File: src/rtl/pmu_lpmd_seq_c910.sv
// rtl/pmu_lpmd_seq_c910.sv - low-power-mode sequencer: idle wait, core clock gating, wake pulse, settle delay
//
// Optional feature macro: PMU_DBG_WAKEUP_EN (when defined, dbg_wake_req is a wake source)
//
// Ports:
//   fast_clk          in   sequencer clock
//   pad_cpu_rst_b     in   asynchronous active-low reset
//   cpu_pmu_lpmd_b    in   [1:0] low-power request (11 run, 10 wait, 00 stop, 01 treated as run)
//   cpu_pmu_idle      in   core pipeline and bus quiescent
//   intr_wake_req     in   level wake request from the interrupt controller
//   dbg_wake_req      in   level wake request from the debug module
//   pmu_cpu_clk_en    out  core clock enable
//   pmu_cpu_lpmd_ack  out  one-cycle acknowledge that the clock is gated
//   pmu_wake_pulse    out  one-cycle wake event for the fast-to-slow synchronizer
//   pmu_stop_mode     out  high while gated in stop mode
//   pmu_state         out  [2:0] current FSM state

module pmu_lpmd_seq_c910 #(
    parameter int SETTLE_CYC = 8
) (
    input  logic       fast_clk,
    input  logic       pad_cpu_rst_b,
    input  logic [1:0] cpu_pmu_lpmd_b,
    input  logic       cpu_pmu_idle,
    input  logic       intr_wake_req,
    input  logic       dbg_wake_req,
    output logic       pmu_cpu_clk_en,
    output logic       pmu_cpu_lpmd_ack,
    output logic       pmu_wake_pulse,
    output logic       pmu_stop_mode,
    output logic [2:0] pmu_state
);

    localparam logic [2:0] ST_RUN       = 3'd0;
    localparam logic [2:0] ST_WAIT_IDLE = 3'd1;
    localparam logic [2:0] ST_GATE      = 3'd2;
    localparam logic [2:0] ST_SLEEP     = 3'd3;
    localparam logic [2:0] ST_WAKE      = 3'd4;
    localparam logic [2:0] ST_SETTLE    = 3'd5;

    localparam logic [3:0] SETTLE_LOAD = 4'(SETTLE_CYC - 1);

    logic [2:0] state;
    logic [2:0] next_state;
    logic       stop_q;
    logic       stop_d;
    logic [3:0] cnt;
    logic [3:0] cnt_d;
    logic       clk_en_d;
    logic       ack_d;
    logic       pulse_d;
    logic       stop_mode_d;
    logic       wk;
    logic       lpm_req;

`ifdef PMU_DBG_WAKEUP_EN
    assign wk = intr_wake_req | dbg_wake_req;
`else
    logic unused_dbg_wake_req;
    assign unused_dbg_wake_req = dbg_wake_req;
    assign wk = intr_wake_req;
`endif

    // 2'b01 is reserved and behaves as run, so only 10 and 00 request entry
    assign lpm_req = (cpu_pmu_lpmd_b == 2'b10) || (cpu_pmu_lpmd_b == 2'b00);

    always_ff @(posedge fast_clk or negedge pad_cpu_rst_b) begin
        if (!pad_cpu_rst_b) begin
            state            <= ST_RUN;
            stop_q           <= 1'b0;
            cnt              <= 4'd0;
            pmu_cpu_clk_en   <= 1'b1;
            pmu_cpu_lpmd_ack <= 1'b0;
            pmu_wake_pulse   <= 1'b0;
            pmu_stop_mode    <= 1'b0;
        end else begin
            state            <= next_state;
            stop_q           <= stop_d;
            cnt              <= cnt_d;
            pmu_cpu_clk_en   <= clk_en_d;
            pmu_cpu_lpmd_ack <= ack_d;
            pmu_wake_pulse   <= pulse_d;
            pmu_stop_mode    <= stop_mode_d;
        end
    end

    always_comb begin
        next_state = ST_RUN;
        case (state)
            ST_RUN:       next_state = lpm_req ? ST_WAIT_IDLE : ST_RUN;
            // abort takes priority over idle so a pending wake never gets gated
            ST_WAIT_IDLE: next_state = wk ? ST_RUN : (cpu_pmu_idle ? ST_GATE : ST_WAIT_IDLE);
            ST_GATE:      next_state = ST_SLEEP;
            ST_SLEEP:     next_state = wk ? ST_WAKE : ST_SLEEP;
            ST_WAKE:      next_state = ST_SETTLE;
            ST_SETTLE:    next_state = (cnt == 4'd0) ? ST_RUN : ST_SETTLE;
            default:      next_state = ST_RUN;
        endcase
    end

    // Registered outputs: ack/pulse/clk_en follow the current state one cycle
    // later; stop_mode is taken from next_state so it lines up with pmu_state.
    always_comb begin
        stop_d   = stop_q;
        cnt_d    = cnt;
        clk_en_d = pmu_cpu_clk_en;
        ack_d    = 1'b0;
        pulse_d  = 1'b0;
        case (state)
            ST_RUN: begin
                clk_en_d = 1'b1;
                if (lpm_req) begin
                    stop_d = (cpu_pmu_lpmd_b == 2'b00);
                end
            end
            ST_WAIT_IDLE: clk_en_d = 1'b1;
            ST_GATE: begin
                clk_en_d = 1'b0;
                ack_d    = 1'b1;
            end
            ST_SLEEP: clk_en_d = 1'b0;
            ST_WAKE: begin
                pulse_d = 1'b1;
                cnt_d   = SETTLE_LOAD;
            end
            ST_SETTLE: begin
                if (cnt == 4'd0) begin
                    clk_en_d = 1'b1;
                end else begin
                    cnt_d = cnt - 4'd1;
                end
            end
            default: clk_en_d = 1'b1;
        endcase
        stop_mode_d = stop_d && ((next_state == ST_SLEEP) || (next_state == ST_WAKE) ||
                                 (next_state == ST_SETTLE));
    end

    assign pmu_state = state;

endmodule
File: config.mk
export PLATFORM = sky130hd
export DESIGN_NAME = pmu_lpmd_seq_c910
export DESIGN_NICKNAME = d
export VERILOG_FILES = /design/src/rtl/pmu_lpmd_seq_c910.sv
export SDC_FILE = /design/constraint.sdc
export NUM_CORES = 1
export LEC_CHECK = 0
export ABC_AREA = 0
export CAP_MARGIN = 30
export CORE_UTILIZATION = 40
export DETAILED_ROUTE_END_ITERATION = 6
export PLACE_DENSITY_LB_ADDON = 0.12
export REMOVE_ABC_BUFFERS = 1
export SLEW_MARGIN = 20
export SYNTH_ARGS = -nofsm -noshare
export SYNTH_HDL_FRONTEND = slang
export SYNTH_SLANG_ARGS = --single-unit
File: constraint.sdc
create_clock -name fast_clk -period 1.3 [get_ports fast_clk]
set_input_delay 0.13 -clock fast_clk [delete_from_list [all_inputs] [get_ports fast_clk]]
set_output_delay 0.13 -clock fast_clk [all_outputs]
set_load 0.005 [all_outputs]
* After elaboration in Yosys (flattened, before gate mapping) *
Index checks and enable logic that the tools add are counted.

storage, ports and cells
  output and inout bits = 7
  word-level logic and storage cells = 45
  flip-flop bits (word level) = 12
  input bits = 7

operators by class
  muxes and demuxes = 14
  add/sub/neg operators = 1
  bitwise logic cells = 1
  reductions and logical operators = 11
  eq/ne operators = 11

operator list
  kind                                              count
  case mux 3 bit (6 select lines)                   1
  == test 3 bit, second input constant              4
  == test 3 x 2 -> 1 bit, second input constant     3
  case mux 4 bit (2 select lines)                   1
  two-way mux 1 bit                                 6
  two-way mux 3 bit                                 2
  zero test 4 bit                                   1
  two-way mux 2 bit                                 2
  two-way mux 4 bit                                 1
  inequality test 2 bit, second input constant      2
  AND reduction 2 bit                               2
  subtractor 4 x 1 -> 4 bit, second input constant  1
  == test 3 x 1 -> 1 bit, second input constant     1
  zero test 3 bit                                   1
  logical OR 1 bit                                  3
  case mux 1 bit (3 select lines)                   1
  == test 2 bit, second input constant              1
  zero test 2 bit                                   1
  nonzero test 2 bit                                1
  OR reduction 2 bit                                1
  logical AND 1 bit                                 1
  NOT 1 bit                                         1

* Longest topological paths before layout *
  word-level depth = 8
  depth in mapped cells = 5
  depth with buffers taken out = 5

* Least setup slack after synthesis *
Ideal clock, no wire load.

  path kind = reg-to-reg
  from = register cnt[0]
  to = register cnt[1]
  period minus slack after synthesis = 1.299 ns
  required time = 1.171 ns
  library setup time = 0.129 ns
  stages on the path, launching flop included = 6
  setup slack = 0.001 ns
  path buffers = 0
  arrival = 1.170 ns
  path through = dfrtp_1 > inv_1 > ha_1 > nor3b_1 > a21o_1 > a22oi_1

between the ends
  word-level cells in the longest chain between the ends = 3
  elaborated cells between the ends (all ways) = 6
  those cells by class = add/sub: 1; eq/ne: 1; mux: 2; reduce/logical: 2

RTL lines
  item                                                                           RTL line  text
  from (decl)                                                                    47        logic [3:0] cnt;
  from (signal assigned)                                                         79        cnt <= cnt_d;
  subtractor 4 x 1 -> 4 bit / zero test 4 bit (equally long branches)            130, 127
  two-way mux 4 bit / inequality test 2 bit (equally long branches)              --
  case mux 4 bit (2 select lines) / AND reduction 2 bit (equally long branches)  --

Several ways; a longest one is shown, not always the timed one. The select of a mux whose other input is x is not followed.
A chain may end at the register's enable or synchronous reset.

* Worst setup path in the final report *
  from = register cnt[0]
  to = register cnt[3]

Same word-level chain as after synthesis.

==> load_flow_metrics.sql <==
INSERT INTO impl_metrics (metric_group, metric, value, unit) VALUES
('critical_path', 'worst_setup_path_start_kind', 'register', ''),
('timing', 'worst_slack', '-0.04628', 'ns'),
('synth', 'synth_seq_area_share', '56.97', '%'),
('timing', 'period_needed', '1.346', 'ns'),
('layout', 'flow.area_growth_from_synthesis', '56.97', '%'),
('timing', 'period_share', '103.6', '%'),
('place', 'globalplace.congestion', '0.7357', ''),
('floorplan', 'floorplan.io_pins', '14', ''),
('route', 'route.detailed.vias_per_inst', '5.207', ''),
('worst_hold_path', 'worst_hold_path_type', 'input port to asynchronous set/reset pin', ''),
('synth', 'postSynthRegisterBits', '12', ''),
('route', 'detailedRoute.firstPassIterationCount', '4', ''),
('timing', 'finalSetupViolCount', '7', ''),
('pwr', 'worst_ir_drop_vdd', '0.001168', 'V'),
('critical_path', 'critical_path.max_stage_delay', '0.40', 'ns'),
('clock_tree', 'cts_root_buf', 'sky130_fd_sc_hd__clkbuf_4', ''),
('timing', 'timing.hold.ws', '0.1409', 'ns'),
('run_status', 'outcome', 'finished, violations left', ''),
('synth', 'post_synth_main_area_contributors', 'sky130_fd_sc_hd__dfrtp_1, sky130_fd_sc_hd__dfstp_2, sky130_fd_sc_hd__o21ai_0', ''),
('grt', 'antenna_found_initial', '0', ''),
('layout', 'finish.net_count', '87', ''),
('floorplan', 'chipWidth', '38.38', 'um'),
('floorplan', 'core_region_area', '1171', 'um^2'),
('route', 'num_vias', '479', ''),
('route', 'remaining_drc_errors', '0', ''),
('synth', 'yosys_warnings', '0', ''),
('floorplan', 'rows', '12', ''),
('grt', 'grt_pass1_wl', '1938', 'um'),
('synth', 'synth.avg_cell_area', '10.59', 'um^2'),
('synth', 'synth_most_common_cell', 'sky130_fd_sc_hd__dfrtp_1', ''),
('layout', 'num_antenna_cells', '0', ''),
('clock_tree', 'tritoncts_clock_tree', 'yes', ''),
('route', 'detail_route.wirelength', '1203', 'um'),
('critical_path', 'path_buf_inv', '0', ''),
('clock_tree', 'cts-root-to-sink-buffers', '2', ''),
('layout', 'postLayoutCellArea', '830.8', 'um^2'),
('critical_path', 'cp_data_arrival_time', '1.55', 'ns'),
('grt', 'grt_start_max_net_pins', '13', ''),
('clock_tree', 'insertion_delay', '0.28', 'ns'),
('critical_path', 'worst_r2r_path_depth', '3', ''),
('critical_path', 'cell_class_contributing_the_biggest_share_of_worst_path_delay', 'simple AND/OR/NAND/NOR gates', ''),
('grt', 'globalRouteTotalUtil', '19.83', '%'),
('timing', 'relSlewSlack', '83.69', '%'),
('run_status', 'violations', 'setup timing', ''),
('clock_tree', 'clock_transition_at_the_register_clock_pins_on_the_worst_setup_and_hold_paths_after_cts', '0.08', 'ns'),
('synth', 'ys_dominant_reg_cell', 'sky130_fd_sc_hd__dfrtp_1', ''),
('timing', 'final-hold-violation-count', '0', ''),
('place', 'placed_cell_area', '738.2', 'um^2'),
('layout', 'post_route_cells_drive_above_1_share', '32.05', '%'),
('clock_tree', 'holdBufCountCts', '0', ''),
('critical_path', 'r2r_slack', '-0.05', 'ns'),
('synth', 'synthTopCellsByCount', 'sky130_fd_sc_hd__dfrtp_1, sky130_fd_sc_hd__inv_1, sky130_fd_sc_hd__o21ai_0', ''),
('place', 'dp_slack', '-0.09408', 'ns'),
('floorplan', 'floorplan.die_area', '1473', 'um^2'),
('grt', 'grt_pass1_vias', '464', ''),
('pwr', 'pwr_density_cell', '2193', 'nW/um^2'),
('critical_path', 'crit_required', '1.51', 'ns'),
('route', 'drt-initial-drc-count', '13', ''),
('clock_tree', 'cts.sinks', '12', ''),
('critical_path', 'critical_path_class', 'register to register', ''),
('place', 'port_buffers', '12', ''),
('clock_tree', 'cts-buffers-inserted', '3', ''),
('synth', 'synthDistinctLibCells', '23', ''),
('floorplan', 'start_util', '45.19', '%'),
('critical_path', 'cp_cell_sequence', 'or3_1, or4_1, o21ai_1', ''),
('critical_path', 'r2r-start', 'cnt[0]', ''),
('critical_path', 'cp_slowest_cell', 'sky130_fd_sc_hd__dfrtp_1', ''),
('floorplan', 'floorplan.die.height', '38.38', 'um'),
('timing', 'grt_setup_unrepaired', 'yes', ''),
('synth', 'synthDominantCellAreaShare', '52.01', '%'),
('timing', 'tightest_slew', '0.2427', 'ns');
## final cells by class
cell class              instances  area [um^2]  share of cell area, %
multi-input cells              32        236.5                  28.46
clock buffers                   4        36.28                  4.367
well taps                      14        17.52                  2.108
flip-flops and latches         12        301.5                  36.30
repair buffers                 25        220.2                  26.51
inverters                       5        18.77                  2.259
## power breakdown
group	leakage, nW	internal, mW	total [mW]	switching, mW
Combinational	0.206	0.503	0.869	0.366
Clock	0.0210	0.170	0.303	0.133
Sequential	0.146	0.534	0.650	0.116
## registers in the layout, summed over array words and instances (netlist names)
name and flops:
cnt 4, pmu_state 3, pmu_stop_mode 1, pmu_wake_pulse 1, stop_q 1, pmu_cpu_lpmd_ack 1
pmu_cpu_clk_en 1
## cells in the final DEF (no fill, tap or decap), drive strengths merged, types with 2 or more instances in the layout
cell | netlist | routed
dlygate4sd2 | 0 | 4
nor3b | 2 | 2
clkbuf | 1 | 4
a21o | 2 | 2
dfrtp | 11 | 11
o21ai | 5 | 5
buf | 0 | 13
clkdlybuf4s50 | 0 | 8
nor2 | 3 | 3
o21a | 2 | 2
nand2 | 2 | 2
nand3b | 2 | 2
inv | 5 | 5
nand2b | 2 | 2
a21oi | 2 | 2
## metal layers
layer / routed length [um] / vias up / global-route usage, %
met5: 0 / - / 0
met4: 10 / 0 / 7.759
met3: 57 / 2 / 5.233
met2: 577 / 16 / 33.90
met1: 557 / 227 / 23.51
li1: - / 234 / -
## worst max path at each step
stage / startpoint / to / slack (ns) / cells after the start
floorplan: cnt[0] / cnt[1] / 0.001 / 5
finish: cnt[0] / cnt[3] / -0.05 / 3
global placement: cnt[0] / cnt[1] / -0.06 / 5
global route: cnt[0] / cnt[3] / -0.08 / 3
detailed placement: cnt[0] / pmu_stop_mode / -0.09 / 5
CTS: cnt[0] / cnt[1] / -0.02 / 5
## metrics by stage
stage / total power [mW] / util, % / TNS [ns] / instances
global placement: 1.351 / 63.03 / -0.2480 / 85
floorplan: 0.9360 / - / 0 / 49
finish: 1.822 / 70.94 / -0.1824 / 92
global route: 1.936 / 70.94 / -0.4769 / 92
detailed placement: 1.379 / 63.03 / -0.4293 / 85
CTS: 1.756 / 69.34 / -0.05439 / 91
## what timing repair did
action,4_1_cts,5_1_grt
setup buffers,2,1
endpoints found under the hold margin,0,0
pin swaps,1,2
setup endpoints to repair,11,7
gates resized for setup,15,3
gates cloned,0,0
## cells by family (layout without fill, tap and decap cells)
logic type	after synthesis	in the layout	synth area share (%)
AO/OA/AOI/OAI	15	15	17.97
AND/OR/NAND/NOR	15	15	16.55
flip-flops	12	12	56.97
buffers and inverters	6	34	4.255
adder cells (fa/ha/maj)	1	1	2.364
multiplexers	1	1	1.891
Note: power is estimated with default switching activity, not from simulation.
